## config.mk

```make
export PLATFORM = sky130hd
export DESIGN_NAME = lsm_scheduler
export DESIGN_NICKNAME = d
export VERILOG_FILES = /design/src/rtl/lsm_pkg.sv /design/src/rtl/lsm_stream_counter.sv /design/src/rtl/lsm_scheduler.sv
export SDC_FILE = /design/constraint.sdc
export NUM_CORES = 1
export LEC_CHECK = 0
export ABC_CLOCK_PERIOD_IN_PS = 2800
export BUFFER_PORTS_ARGS = -buffer_cell sky130_fd_sc_hd__buf_2
export CAP_MARGIN = 15
export CORE_MARGIN = 3
export CORE_UTILIZATION = 28
export CTS_CLUSTER_DIAMETER = 150
export CTS_CLUSTER_SIZE = 40
export DETAILED_ROUTE_END_ITERATION = 7
export GPL_TIMING_DRIVEN = 0
export MAX_ROUTING_LAYER = met4
export PLACE_DENSITY_LB_ADDON = 0.12
export SYNTH_ARGS = -nofsm -noshare
export SYNTH_HDL_FRONTEND = slang
export SYNTH_SLANG_ARGS = --single-unit
```

## constraint.sdc

```tcl
create_clock -name clk -period 2.8 [get_ports clk]
set_input_delay 0.28 -clock clk [delete_from_list [all_inputs] [get_ports clk]]
set_output_delay 0.28 -clock clk [all_outputs]
set_load 0.05 [all_outputs]
```

## src/rtl/lsm_pkg.sv

```systemverilog
// lsm_pkg: state encoding, phase codes and default sizes shared by the LSM scheduler.
package lsm_pkg;
  localparam int LSM_DAY = 8;
  localparam int LSM_N = 256;
  typedef enum logic [3:0] {
    IDLE, INIT, ACC_ISSUE, ACC_STREAM, WAIT_ACC, INV_ISSUE, WAIT_INV, UPD_STREAM, AVG_STREAM, DONE
  } state_e;
  localparam logic [2:0] PH_IDLE = 3'd0;
  localparam logic [2:0] PH_INIT = 3'd1;
  localparam logic [2:0] PH_ACC = 3'd2;
  localparam logic [2:0] PH_UPD = 3'd3;
  localparam logic [2:0] PH_AVG = 3'd4;
  localparam logic [2:0] PH_WAIT = 3'd5;
  // DONE shares the catch-all issue/wait code
  function automatic logic [2:0] phase_of(input state_e s);
    return s == IDLE ? PH_IDLE : s == INIT ? PH_INIT : s == ACC_STREAM ? PH_ACC :
           s == UPD_STREAM ? PH_UPD : s == AVG_STREAM ? PH_AVG : PH_WAIT;
  endfunction
endpackage

```

## src/rtl/lsm_stream_counter.sv

```systemverilog
// lsm_stream_counter: power-of-2 path-index counter that advances on en && ready and wraps after N-1.
module lsm_stream_counter #(
  parameter int N = 256
) (
  input  logic                 clk,
  input  logic                 rst_n,
  input  logic                 en,
  input  logic                 ready,
  output logic [$clog2(N)-1:0] idx,
  output logic                 last,
  output logic                 wrap
);
  logic [$clog2(N)-1:0] idx_q, idx_d;
  always_comb begin
    idx_d = en && ready ? idx_q + 1'b1 : idx_q;
    last = idx_q == '1;
    wrap = en && ready && last;
    idx = idx_q;
  end
  always_ff @(posedge clk or negedge rst_n)
    if (!rst_n) idx_q <= '0;
    else idx_q <= idx_d;
endmodule

```

## src/rtl/lsm_scheduler.sv

```systemverilog
// lsm_scheduler: Longstaff-Schwartz backward-induction sequencer (days, index streams, accumulator/inverter handshakes).
// Optional wait-state watchdog enabled by defining LSM_SCHED_WATCHDOG_EN.
module lsm_scheduler
  import lsm_pkg::*;
#(
  parameter int DAY = LSM_DAY,
  parameter int N = LSM_N,
  parameter int WD_CYCLES = 4096
) (
  input  logic                   clk,
  input  logic                   rst_n,
  input  logic                   start,
  input  logic                   stream_ready,
  input  logic                   xtx_valid,
  input  logic                   xty_valid,
  input  logic                   inv_valid,
  output logic                   busy,
  output logic                   done,
  output logic                   err,
  output logic [2:0]             phase,
  output logic [$clog2(DAY)-1:0] day,
  output logic [$clog2(N)-1:0]   idx,
  output logic                   idx_valid,
  output logic                   idx_last,
  output logic                   acc_start,
  output logic                   inv_start
);
  localparam int DW = $clog2(DAY);
  if (DAY < 3 || N < 4 || (N & (N - 1)) != 0 || WD_CYCLES < 1) begin : g_bad_cfg
    $error("lsm_scheduler: unsupported DAY/N/WD_CYCLES");
  end
  state_e state_q, state_d;
  logic [DW-1:0] day_q, day_d;
  logic xtx_flag_q, xtx_flag_d, xty_flag_q, xty_flag_d;
  logic last, wrap, acc_ok, timeout;
  lsm_stream_counter #(.N(N)) u_cnt (
    .clk(clk), .rst_n(rst_n), .en(idx_valid), .ready(stream_ready), .idx(idx), .last(last), .wrap(wrap)
  );
  always_ff @(posedge clk or negedge rst_n)
    if (!rst_n) begin
      state_q <= IDLE;
      day_q <= '0;
      xtx_flag_q <= 1'b0;
      xty_flag_q <= 1'b0;
    end else begin
      state_q <= state_d;
      day_q <= day_d;
      xtx_flag_q <= xtx_flag_d;
      xty_flag_q <= xty_flag_d;
    end
  // Completion strobes may arrive early as pulses; flags hold them, but only after the issue cycle
  assign acc_ok = (xtx_flag_q | xtx_valid) & (xty_flag_q | xty_valid);
  always_comb begin
    state_d = state_q;
    day_d = day_q;
    xtx_flag_d = state_q != ACC_ISSUE && (xtx_flag_q || xtx_valid);
    xty_flag_d = state_q != ACC_ISSUE && (xty_flag_q || xty_valid);
    case (state_q)
      IDLE: if (start) begin
        state_d = INIT;
        day_d = DW'(DAY - 1);
      end
      INIT: if (wrap) begin
        state_d = ACC_ISSUE;
        day_d = DW'(DAY - 2);
      end
      ACC_ISSUE: state_d = ACC_STREAM;
      ACC_STREAM: state_d = wrap ? WAIT_ACC : ACC_STREAM;
      WAIT_ACC: state_d = acc_ok ? INV_ISSUE : timeout ? IDLE : WAIT_ACC;
      INV_ISSUE: state_d = WAIT_INV;
      WAIT_INV: state_d = inv_valid ? UPD_STREAM : timeout ? IDLE : WAIT_INV;
      UPD_STREAM: if (wrap) begin
        state_d = day_q == DW'(1) ? AVG_STREAM : ACC_ISSUE;
        day_d = day_q == DW'(1) ? day_q : day_q - 1'b1;
      end
      AVG_STREAM: state_d = wrap ? DONE : AVG_STREAM;
      DONE: state_d = IDLE;
      default: state_d = IDLE;
    endcase
  end
  always_comb begin
    busy = state_q != IDLE;
    done = state_q == DONE;
    phase = phase_of(state_q);
    day = day_q;
    idx_valid = state_q inside {INIT, ACC_STREAM, UPD_STREAM, AVG_STREAM};
    idx_last = idx_valid && last;
    acc_start = state_q == ACC_ISSUE;
    inv_start = state_q == INV_ISSUE;
  end
`ifdef LSM_SCHED_WATCHDOG_EN
  localparam int WW = $clog2(WD_CYCLES + 1);
  logic [WW-1:0] wd_q, wd_d;
  logic err_q, err_d;
  assign timeout = (state_q == WAIT_ACC || state_q == WAIT_INV) && wd_q == WW'(WD_CYCLES - 1);
  always_comb begin
    wd_d = (state_q == WAIT_ACC || state_q == WAIT_INV) && state_d == state_q ? wd_q + 1'b1 : '0;
    err_d = state_q == IDLE && start ? 1'b0 : err_q | timeout;
  end
  always_ff @(posedge clk or negedge rst_n)
    if (!rst_n) begin
      wd_q <= '0;
      err_q <= 1'b0;
    end else begin
      wd_q <= wd_d;
      err_q <= err_d;
    end
  assign err = err_q;
`else
  assign timeout = 1'b0;
  assign err = 1'b0;
`endif
endmodule

```

==> impl_results.md <==
- Worst hold path class: input port to flop
- Setup TNS: 0 ns
- Final Setup Violations: 0
- Largest net degree at the start of global routing: 18
- Period Utilization, post-route: 79.7%
- Leak pwr: roughly 0.00060 µW
- Max cap viols: 0
- First-pass GRT wire length: between 4000 and 5000 µm
- CTS Root Cell: clkbuf_8
- Final net count: around 160
- Clock transition at path regs: roughly 0.07 ns
- Initial DRC count: 27
- Die area: 4540 µm²
- GRT Overall Usage: about an eighth
- Register area share after synthesis: 40.3%
- Die Y: approximately 67 µm
- H-tree depth: 1
- N_diodes: 0
- RSZ-0062 raised after global routing: false
- Layout cells sized above 1: about 27%
- Max-slew violations: 0
- Flop2flop setup slack: about 0.83 ns
- Placement Rows: 21
- Initial Util: roughly 30%
- Critical path destination: idx_last
- Remaining antenna violation count: 0
- CTS tree: done
- Clk buf depth: 2
- Top-level port count: 28
- Wire length per cell: 12.7 µm
- Number of buffers created by CTS: 3
- Clock sink total: 17
- Number of global-route vias before repair: 940
- Number of iterations in the first detailed-routing pass: 4
- Via count: approximately 930
- Final hold viol count: 0
- Gr ovfl total: 0
- Clk Latency, worst-skew pair: between 0.2 and 0.3 ns
- Cells after Synth: 117
- Most used DFF post-synth: dfrtp_1
- Critical R2R Capture: day[1]
- Mapped cell area: about 1100 µm²
- Slack of the critical path: around 0.57 ns
- CP required: approximately 2.5 ns
- Yosys reg bits: 17
- Status: complete, no violations
- Syn nets: about 130
- Unique masters post-synth: 40
- Ys Warns: 0
- FF-to-FF path depth: 6
- EDFF count, synth: 0
- Layout Skew: ~0.0032 ns
- Pwr dens: roughly 730 nW/µm²
- Horiz. Die Dim: approximately 67 µm
- Post-CTS Setup Bufs: 0
- Final GP Congestion: 0.803
- Tmin final: 2.23 ns
- Pre-CTS setup slack: just over 0.8 ns
- Origin of the worst setup path: state_q[0]
- IO buf count: 26
- Drt drc: 0
- Area Overhead vs Synth: 23.0%
- CP Launch Type: flop
- Core footprint: between 3000 and 4000 µm²
- CP arrival: about 2.0 ns
- Mean Syn Cell Area: 9.03 µm²
- Fmax: 448 MHz
- Final WL: 2460 µm
- Vias per inst: ~4.8
- Worst vdd ir: about 0.00041 V
- Critical path peak fanout: 10
- Kind of critical path: flop to output port
- Initial antenna violation count: 0
- Hpwl dp: between 1500 and 2000 µm
- Worst flop-to-flop path startpoint: state_q[0]
- Crit. End Element: output port
- Async set or reset register ratio after synthesis: between 90% and 100%
-- where the power goes --
part	switching [µW]	internal (µW)	total, µW
logic	287	105	392
registers	69.4	298	367
clock network	82.7	101	184
total	440	503	943
-- registers in the layout, indices dropped and copies added, names as in the netlist --
signal and cells:
xtx_flag_q 1, day 3, xty_flag_q 1, state_q 4, u_cnt.idx 8
-- through the flow --
step           instances  utilization (%)  total power [µW]  hold slack, ns  area (µm²)
6_report             194             37.2               943           0.263        1300
5_1_grt              194             37.2              1000           0.275        1300
4_1_cts              194             37.2               955           0.260        1300
3_3_place_gp         189             35.6               763           0.237        1240
3_5_place_dp         189             35.6               764           0.240        1240
2_1_floorplan        117                -               666         -0.0156        1060
-- cell usage in the layout (no fill, tap or decap), types with 4 or more instances in the layout --
cell and instances:
nand2_1 13, o21ai_0 6, inv_1 5, nor3_1 4
nand4_1 4, nand3_1 5, dfrtp_1 17, xnor2_1 5
nor2_1 17, buf_2 27
-- worst max-delay path: stages, from the launching register on --
cell	delay (ns)
dfrtp_1	0.37
buf_6	0.13
or4b_4	0.55
o21ai_4	0.14
nor3b_1	0.21
buf_2	0.29
-- layer usage --
metal / GRT usage [%] / routed length, µm / vias to the layer above
li1: - / - / 463
met1: 15.2 / 1160 / 440
met2: 21.0 / 1170 / 20
met3: 2.00 / 100 / 2
met4: 5.32 / 18 / 0
met5: - / 0 / -
-- cell families after synthesis --
| family | Yosys count | share of synthesized area [%] |
|---|---|---|
| AOI/OAI and AO/OA | 16 | 12.8 |
| xor gates and xnor gates | 8 | 6.64 |
| adders and majority gates | 3 | 3.55 |
| buffers and inverters | 10 | 4.74 |
| DFF | 17 | 40.3 |
| muxes | 2 | 2.01 |
| other | 1 | 0.355 |
| and+or+nand+nor | 60 | 29.6 |
-- how the worst min path moves through the flow --
stage / cells after the start / from / end / slack [ns]
after global routing: 3 / xty_valid / xty_flag_q / 0.27
after global placement: 1 / rst_n / state_q[0] / 0.24
after floorplan: 0 / rst_n / day[0] / -0.02
after CTS: 3 / xty_valid / xty_flag_q / 0.26
final: 3 / xty_valid / xty_flag_q / 0.26
after detailed placement: 1 / rst_n / state_q[0] / 0.24
-- repair_timing --
item / CTS / global route
gates resized for setup: 0 / 0
hold endpoints to repair: 17 / 0
hold buffers: 1 / 0
-- cell usage after synthesis, types with 2 or more instances --
master / number / share of area [%]
nor2b_1: 3 / 1.8
and2_1: 3 / 1.8
ha_1: 3 / 3.6
xor2_1: 3 / 2.5
nor2_1: 17 / 6.0
nand4_1: 4 / 2.4
o21ai_0: 6 / 2.8
nand2_1: 13 / 4.6
nor3_1: 4 / 1.9
dfrtp_1: 17 / 40
nand3_1: 5 / 2.4
inv_1: 5 / 1.8
clkbuf_1: 2 / 0.71
xnor2_1: 5 / 4.1
and3_1: 2 / 1.2
-- cell type report --
| class | count | area, µm² |
|---|---|---|
| sequential | 17 | 425 |
| inverter | 5 | 18.8 |
| fill | 368 | 2200 |
| clock buffer | 4 | 45.0 |
| tap | 46 | 57.6 |
| buffer | 5 | 31.3 |
| multi-input combinational | 90 | 581 |
| timing repair buffer | 27 | 140 |
Note: power is estimated with default switching activity, not from simulation.
